File: src/rtl/contador_cascada16_pkg.sv
// contador_pkg: shared constants and helpers for the cascaded 16-bit counter.
// Latency: n/a (declarations only).
// Backpressure: n/a.
//
// Contents:
//   modo_t       - operating mode encoding for the MODO input
//   NIBBLE_W     - width of one counter stage
//   N_STAGES     - number of cascaded stages
//   DELTA_W      - width of the signed per-stage delta / carry-in
//   stage0_delta - signed increment applied to the least significant stage
package contador_pkg;

  typedef enum logic [1:0] {
    MODO_UP1   = 2'b00,
    MODO_DN1   = 2'b01,
    MODO_DNALT = 2'b10,
    MODO_LOAD  = 2'b11
  } modo_t;

  localparam int NIBBLE_W = 4;
  localparam int N_STAGES = 4;

  // Holds -15..+16, the full range of nibble + delta.
  localparam int DELTA_W  = 6;

  // Signed step fed into stage 0. Load mode contributes no arithmetic, so it
  // returns zero; the stage's load input takes over in that case.
  function automatic logic signed [DELTA_W-1:0] stage0_delta(
    input logic [1:0] modo,
    input int unsigned step_alt
  );
    logic signed [DELTA_W-1:0] w_d;
    w_d = '0;
    case (modo)
      MODO_UP1:   w_d = 6'sd1;
      MODO_DN1:   w_d = -6'sd1;
      MODO_DNALT: w_d = $signed(6'd0 - 6'(step_alt));
      default:    w_d = '0;
    endcase
    return w_d;
  endfunction

endpackage

File: src/rtl/contador_cascada16_contador4.sv
// contador4: one combinational 4-bit stage of the cascaded counter.
// Latency: 0 cycles (pure combinational; the top level owns the registers).
// Backpressure: none; the enclosing counter decides whether a result is taken.
//
// Ports:
//   i_d        [3:0]  current nibble value
//   i_delta    [5:0]  signed delta (stage 0) or carry/borrow-in (+1/0/-1)
//   i_load            select parallel load instead of arithmetic
//   i_load_val [3:0]  parallel load nibble
//   o_q        [3:0]  next nibble value
//   o_carry           stage overflowed past 15 (counting up)
//   o_borrow          stage underflowed below 0 (counting down)
module contador4
  import contador_pkg::*;
(
  input  logic [NIBBLE_W-1:0]       i_d,
  input  logic signed [DELTA_W-1:0] i_delta,
  input  logic                      i_load,
  input  logic [NIBBLE_W-1:0]       i_load_val,
  output logic [NIBBLE_W-1:0]       o_q,
  output logic                      o_carry,
  output logic                      o_borrow
);

  logic signed [DELTA_W-1:0] w_sum;

  // Widen the nibble with zero sign bits so the sum is an ordinary signed
  // value in -15..+16.
  assign w_sum = $signed({2'b00, i_d}) + i_delta;

  always_comb begin
    o_q      = w_sum[NIBBLE_W-1:0];
    o_carry  = 1'b0;
    o_borrow = 1'b0;
    if (i_load) begin
      o_q = i_load_val;
    end else begin
      // Sign bit set means we went below zero. Bit 4 with the sign clear
      // means we reached 16 or more.
      o_borrow = w_sum[DELTA_W-1];
      o_carry  = ~w_sum[DELTA_W-1] & w_sum[NIBBLE_W];
    end
  end

endmodule

File: src/rtl/contador_cascada16.sv
// contador_cascada16: 16-bit up/down/load counter built from four cascaded nibble stages.
// Latency: 1 cycle; the value and the per-stage wrap flags appear after the edge that computes them.
// Backpressure: none; ENB low holds the value and forces the flags low.
//
// Ports:
//   CLK            rising-edge clock
//   RESET_L        asynchronous active-low reset
//   ENB            count enable
//   MODO    [1:0]  00 up 1, 01 down 1, 10 down STEP_ALT, 11 parallel load
//   entrada [15:0] parallel load value
//   salida  [15:0] registered counter value
//   RCO            carry/borrow out of bits 3:0 (one-cycle pulse)
//   RCO162         carry/borrow out of bits 7:4
//   RCO163         carry/borrow out of bits 11:8
//   RCO164         carry/borrow out of bits 15:12 (full 16-bit wrap)
//   ZERO           only with CONTADOR16_ZERO_EN defined: registered salida==0
//
// Parameter STEP_ALT (1..15) sets the decrement used in MODO=10.
module contador_cascada16
  import contador_pkg::*;
#(
  parameter int unsigned STEP_ALT = 3
) (
  input  logic        CLK,
  input  logic        RESET_L,
  input  logic        ENB,
  input  logic [1:0]  MODO,
  input  logic [15:0] entrada,
  output logic [15:0] salida,
  output logic        RCO,
  output logic        RCO162,
  output logic        RCO163,
`ifdef CONTADOR16_ZERO_EN
  output logic        ZERO,
`endif
  output logic        RCO164
);

  localparam int W = NIBBLE_W * N_STAGES;

  logic [W-1:0]              r_salida;
  logic [N_STAGES-1:0]       r_rco;
  logic [W-1:0]              w_next;
  logic                      w_load;
  logic [N_STAGES-1:0]       w_carry;
  logic [N_STAGES-1:0]       w_borrow;
  logic signed [DELTA_W-1:0] w_delta [0:N_STAGES-1];

  assign w_load     = (MODO == MODO_LOAD);
  assign w_delta[0] = stage0_delta(MODO, STEP_ALT);

  // Ripple chain: stage k only ever sees a unit carry or borrow from
  // stage k-1. A -STEP_ALT step can borrow at most one from the next
  // nibble because STEP_ALT never exceeds 15.
  for (genvar k = 0; k < N_STAGES; k++) begin : g_stage
    contador4 u_stage (
      .i_d        (r_salida[k*NIBBLE_W +: NIBBLE_W]),
      .i_delta    (w_delta[k]),
      .i_load     (w_load),
      .i_load_val (entrada[k*NIBBLE_W +: NIBBLE_W]),
      .o_q        (w_next[k*NIBBLE_W +: NIBBLE_W]),
      .o_carry    (w_carry[k]),
      .o_borrow   (w_borrow[k])
    );

    if (k < N_STAGES - 1) begin : g_link
      assign w_delta[k+1] = w_carry[k]  ?  6'sd1 :
                            w_borrow[k] ? -6'sd1 : 6'sd0;
    end
  end

  always_ff @(posedge CLK or negedge RESET_L) begin
    if (!RESET_L) begin
      r_salida <= '0;
      r_rco    <= '0;
    end else if (ENB) begin
      r_salida <= w_next;
      // The stages already report no wrap when loading.
      r_rco    <= w_carry | w_borrow;
    end else begin
      // The flags are pulses, so a held cycle clears them.
      r_rco    <= '0;
    end
  end

  assign salida = r_salida;
  assign RCO    = r_rco[0];
  assign RCO162 = r_rco[1];
  assign RCO163 = r_rco[2];
  assign RCO164 = r_rco[3];

`ifdef CONTADOR16_ZERO_EN
  logic r_zero;

  // Registered alongside salida, so ZERO is computed from the value being
  // written. Reset leaves the counter at zero, so ZERO resets high.
  always_ff @(posedge CLK or negedge RESET_L) begin
    if (!RESET_L) begin
      r_zero <= 1'b1;
    end else if (ENB) begin
      r_zero <= (w_next == '0);
    end else begin
      r_zero <= (r_salida == '0);
    end
  end

  assign ZERO = r_zero;
`endif

endmodule

File: config.mk
export PLATFORM = sky130hd
export DESIGN_NAME = contador_cascada16
export DESIGN_NICKNAME = d
export VERILOG_FILES = /design/src/rtl/contador_cascada16_pkg.sv /design/src/rtl/contador_cascada16_contador4.sv /design/src/rtl/contador_cascada16.sv
export SDC_FILE = /design/constraint.sdc
export NUM_CORES = 1
export LEC_CHECK = 0
export CAP_MARGIN = 5
export CELL_PAD_IN_SITES_DETAIL_PLACEMENT = 1
export CELL_PAD_IN_SITES_GLOBAL_PLACEMENT = 1
export CORE_UTILIZATION = 50
export CTS_CLUSTER_DIAMETER = 200
export CTS_CLUSTER_SIZE = 30
export DETAILED_ROUTE_END_ITERATION = 10
export DONT_BUFFER_PORTS = 1
export GPL_TIMING_DRIVEN = 0
export HOLD_SLACK_MARGIN = 0.02
export MAX_ROUTING_LAYER = met4
export PLACE_DENSITY_LB_ADDON = 0.1
export SYNTH_ARGS = -nofsm -noshare
export SYNTH_HDL_FRONTEND = slang
export SYNTH_HIERARCHICAL = 1
export SYNTH_SLANG_ARGS = --single-unit
File: constraint.sdc
create_clock -name CLK -period 12.5 [get_ports CLK]
set_clock_uncertainty 0.05 [all_clocks]
set_input_delay 1.875 -clock CLK [delete_from_list [all_inputs] [get_ports CLK]]
set_output_delay 1.875 -clock CLK [all_outputs]
set_load 0.02 [all_outputs]
## Word-level counts from Yosys, hierarchy flattened

Index checks and enable logic that the tools add are counted.

- Equal/unequal tests: 3
- Mux-type cells: 20
- Reductions and logical operators: 1
- Add/subtract/negate cells: 4
- Bitwise logic cells: 9

Operators by type and width:

| cell | number |
|---|---|
| two-way mux 6 bit | 6 |
| adder 5 x 6 -> 6 bit | 4 |
| two-way mux 4 bit | 5 |
| case mux 6 bit (3 select lines) | 1 |
| two-way mux 1 bit | 8 |
| AND 1 bit | 4 |
| equality test 2 bit, second input constant | 2 |
| inverter 1 bit | 4 |
| bitwise OR 4 bit | 1 |
| equality test 2 x 1 -> 1 bit, second input constant | 1 |
| logical NOT 2 bit | 1 |

- Bits in registers: 20
- Bits of input ports: 21
- Output and inout port bits: 20

## Logic depth before layout (Yosys ltp)

- Depth in word-level cells: 23
- Mapped depth: 30
- Gate-level depth less buffers: 30

## Hierarchy

Netlist, hierarchy kept.

Modules (own cells, without submodules):

| module | cells each | times used | area an instance (sq um) |
|---|---|---|---|
| contador_cascada16 | 54 | 1 | 879.6 |
| contador4 (g_stage[2].u_stage ...) | 28 | 2 | 237.7 |
| contador4 (g_stage[0].u_stage ...) | 28 | 2 | 235.2 |

## Least setup slack after synthesis

Ideal clock, no wire load.

- Path type: input -> register
- Start: input port MODO[1]
- End: register r_rco[3]
- Buffers on the path: 0
- Cell stages on the path: 28
- Slack: 4.295 ns
- Data arrival time: 8.037 ns
- Path through: inv_1 > ha_1 > inv_1 > ha_1 > o21ai_0 > nor2_1 > o21ai_2 > mux2_4 > or2_2 > ha_1 > fa_1 > a21o_1 > a21oi_1 > or4_1 > o21ai_0 > nor2b_1 > ha_1 > a211oi_1 > nor2_2 > o21ai_2 > mux2_4 > nor2b_1 > ha_1 > a211oi_1 > nor2_2 > o21ai_2 > mux2_4 > o21a_1

RTL lines:

| element | line | RTL |
|---|---|---|
| start: declaration | contador_cascada16.sv:27 | `input logic [1:0] MODO,` |
| end signal: assignment | contador_cascada16.sv:79 | `r_rco <= w_carry \| w_borrow;` |
| end: declaration | contador_cascada16.sv:42 | `logic [N_STAGES-1:0] r_rco;` |

==> impl_metrics.json <==
{
  "required_ps": 12670,
  "cts_buffer_depth": 2,
  "num_rows": 21,
  "crit_type": "in -> reg",
  "syn2layout_area_growth_pct": 5.14,
  "cpMaxStageDelayCell": "nor2b_1",
  "post_cts_resized": 0,
  "setup-tns-final_ps": 0,
  "grt_pass1_wl_um": 7030,
  "hold_end": "salida[4]",
  "io_buffers": 0,
  "cts_root_buf": "clkbuf_4",
  "power_switching_uw": 263,
  "min_path_cells": 1,
  "p_comb_share_pct": 64.1,
  "critPathMaxFanout": 11,
  "detail-route-antenna-nets": 0,
  "r2r_end": "r_rco[3]",
  "reg2regPathDepth": 25,
  "place_area_mm2": 0.00188,
  "holdWs_ps": 665,
  "vias": 1268,
  "syn_area_mm2": 0.00183,
  "r2r_start": "salida[0]",
  "fillerInstances": 375,
  "track_usage_pct": 23.4,
  "gp_congestion": 0.760,
  "slowest_delay_ps": 690,
  "dp_hpwl_um": 3030,
  "overflow": 0,
  "post_cts_buffers": 0,
  "path_common_cell": "ha_1",
  "die_area_mm2": 0.00390,
  "antenna_found_initial": 0,
  "tritoncts": "done",
  "syn-instance-count": 166,
  "post_drt_wl_per_cell_um": 18.1,
  "timing.final.crit_period_ps": 8840,
  "io_pins": 41,
  "p_clk_share_pct": 7.1,
  "drt-pass1-iter-count": 6,
  "grt_pass1_vias": 1463,
  "viasPerCell": 5.87,
  "endpoint_kind": "flop",
  "setup_viol": 0,
  "regToRegSetupSlack_ps": 4940,
  "final_nets": 215,
  "ys_seq_elements": 20,
  "path_clk_slew_ps": 130,
  "die_h_um": 62.4,
  "swShare_pct": 45.6,
  "finalCritPeriodShare_pct": 70.7,
  "diodes": 0,
  "min_from": "salida[4]",
  "drt_iter0_drc": 32,
  "seq_area_frac_synth_pct": 27.4,
  "netlist-cell-type-count": 24,
  "relSlewSlack_pct": 42.5,
  "multi_input_area_mm2": 0.00126,
  "drc_errors": 0,
  "power_frac_seq_pct": 28.8,
  "p_per_area_mw_per_mm2": 300,
  "cts.htree.levels": 1,
  "fmax_mhz": 113,
  "drive_gt1_share_pct": 27.6,
  "synth_nets": 210,
  "clk_latency_ps": 310,
  "routed_wl_um": 3910,
  "worstMarginPinSlew_ps": 861,
  "hp-class": "reg -> reg",
  "report.final.slew_viol_count": 0,
  "worst-path-buf-inv": 2,
  "crit_family": "simple AND/OR/NAND/NOR gates",
  "finish.instance_area_mm2": 0.00192,
  "clock-sinks": 20,
  "yosysWarnings": 6,
  "path_depth": 27,
  "dp.cells": 212,
  "power_leakage_uw": 0.000928,
  "grt_max_degree": 21,
  "p_int_uw": 314,
  "status": "complete, no violations",
  "cts_inserted_buffers": 3,
  "instances_no_fill": 216,
  "syn_avg_cell_area_um2": 11.0,
  "seqCellArea_um2": 500,
  "cp.arrival_ps": 9010,
  "maxCapViolCount": 0,
  "hold_violations": 0,
  "core_mm2": 0.00342,
  "rsz0062_at_grt": "no",
  "vdd_drop_max_mv": 0.117,
  "holdBufCountCts": 0,
  "dieWidth_um": 62.4,
  "start_util_pct": 53.4,
  "layout_common_cells": "mux2_4, dfrtp_1, ha_1",
  "start_kind": "primary input"
}
-- power by group through the flow --
stage	sequential (uW)	clock (uW)	combinational [uW]
floorplan	160	0	306
global placement	167	0	341
detailed placement	169	0	370
CTS	167	42.3	372
global route	171	44.7	417
finish	166	40.8	369
-- cell type report --
type | instances | area share [%]
multi-input cells | 137 | 65.7
clock buffers | 4 | 1.89
well taps | 46 | 3.00
flip-flops and latches | 20 | 26.1
plain buffers | 6 | 2.74
inverters | 3 | 0.587
-- metal layers --
metal  share of wire, %  wire length, um  vias to the layer above  global-route usage (%)
li1                   -                -                      616                       -
met4               0.28               11                        0                    2.62
met3                4.6              182                        2                    6.57
met1                 42             1640                      619                    26.6
met2                 53             2090                       31                    41.7
met5                  0                0                        -                       -
-- sequential cells by signal, summed over array words and instances (netlist names) --
signal and flops:
r_rco 4, salida 16
-- how the worst max path moves through the flow --
| stage | startpoint | to |
|---|---|---|
| 6_report | MODO[1] | r_rco[3] |
| 5_1_grt | MODO[1] | r_rco[3] |
| 3_5_place_dp | MODO[1] | r_rco[3] |
| 3_3_place_gp | MODO[1] | r_rco[3] |
| 2_1_floorplan | MODO[1] | r_rco[3] |
| 4_1_cts | MODO[1] | r_rco[3] |
-- logic make-up (layout without fill, tap and decap cells) --
logic type	after synthesis	count (layout)	share of synthesized area, %
multiplexers	28	28	21.4
XOR/XNOR	8	8	3.84
AO/OA/AOI/OAI	44	44	16.2
flip-flops	20	20	27.4
AND/OR/NAND/NOR	34	34	10.3
buffers and inverters	9	13	3.50
adder cells (fa/ha/maj)	23	23	17.4
-- through the flow --
step	setup WS, ps	utilization [%]	power, uW
floorplan	4290	-	466
global placement	3760	55.1	508
detailed placement	3310	55.1	538
CTS	3620	56.2	582
global route	2990	56.2	633
finish	3660	56.2	576
-- Yosys cell counts, drive strengths merged --
cell	n	area [um^2]
a21o	8	60.1
or4	4	30.0
o21a	4	30.0
fa	4	80.1
o21ai	16	95.1
inv	3	11.3
ha	19	238
o31ai	4	30.0
dfrtp	20	500
xnor2	4	35.0
a211oi	8	60.1
mux2	28	390
nand3b	4	30.0
nor2b	7	43.8
buf	6	52.6
nor2	8	35.0
or2	3	18.8
xor2	4	35.0
a21oi	4	20.0
nand2	8	30.0
(Power assumes the default switching activity.)
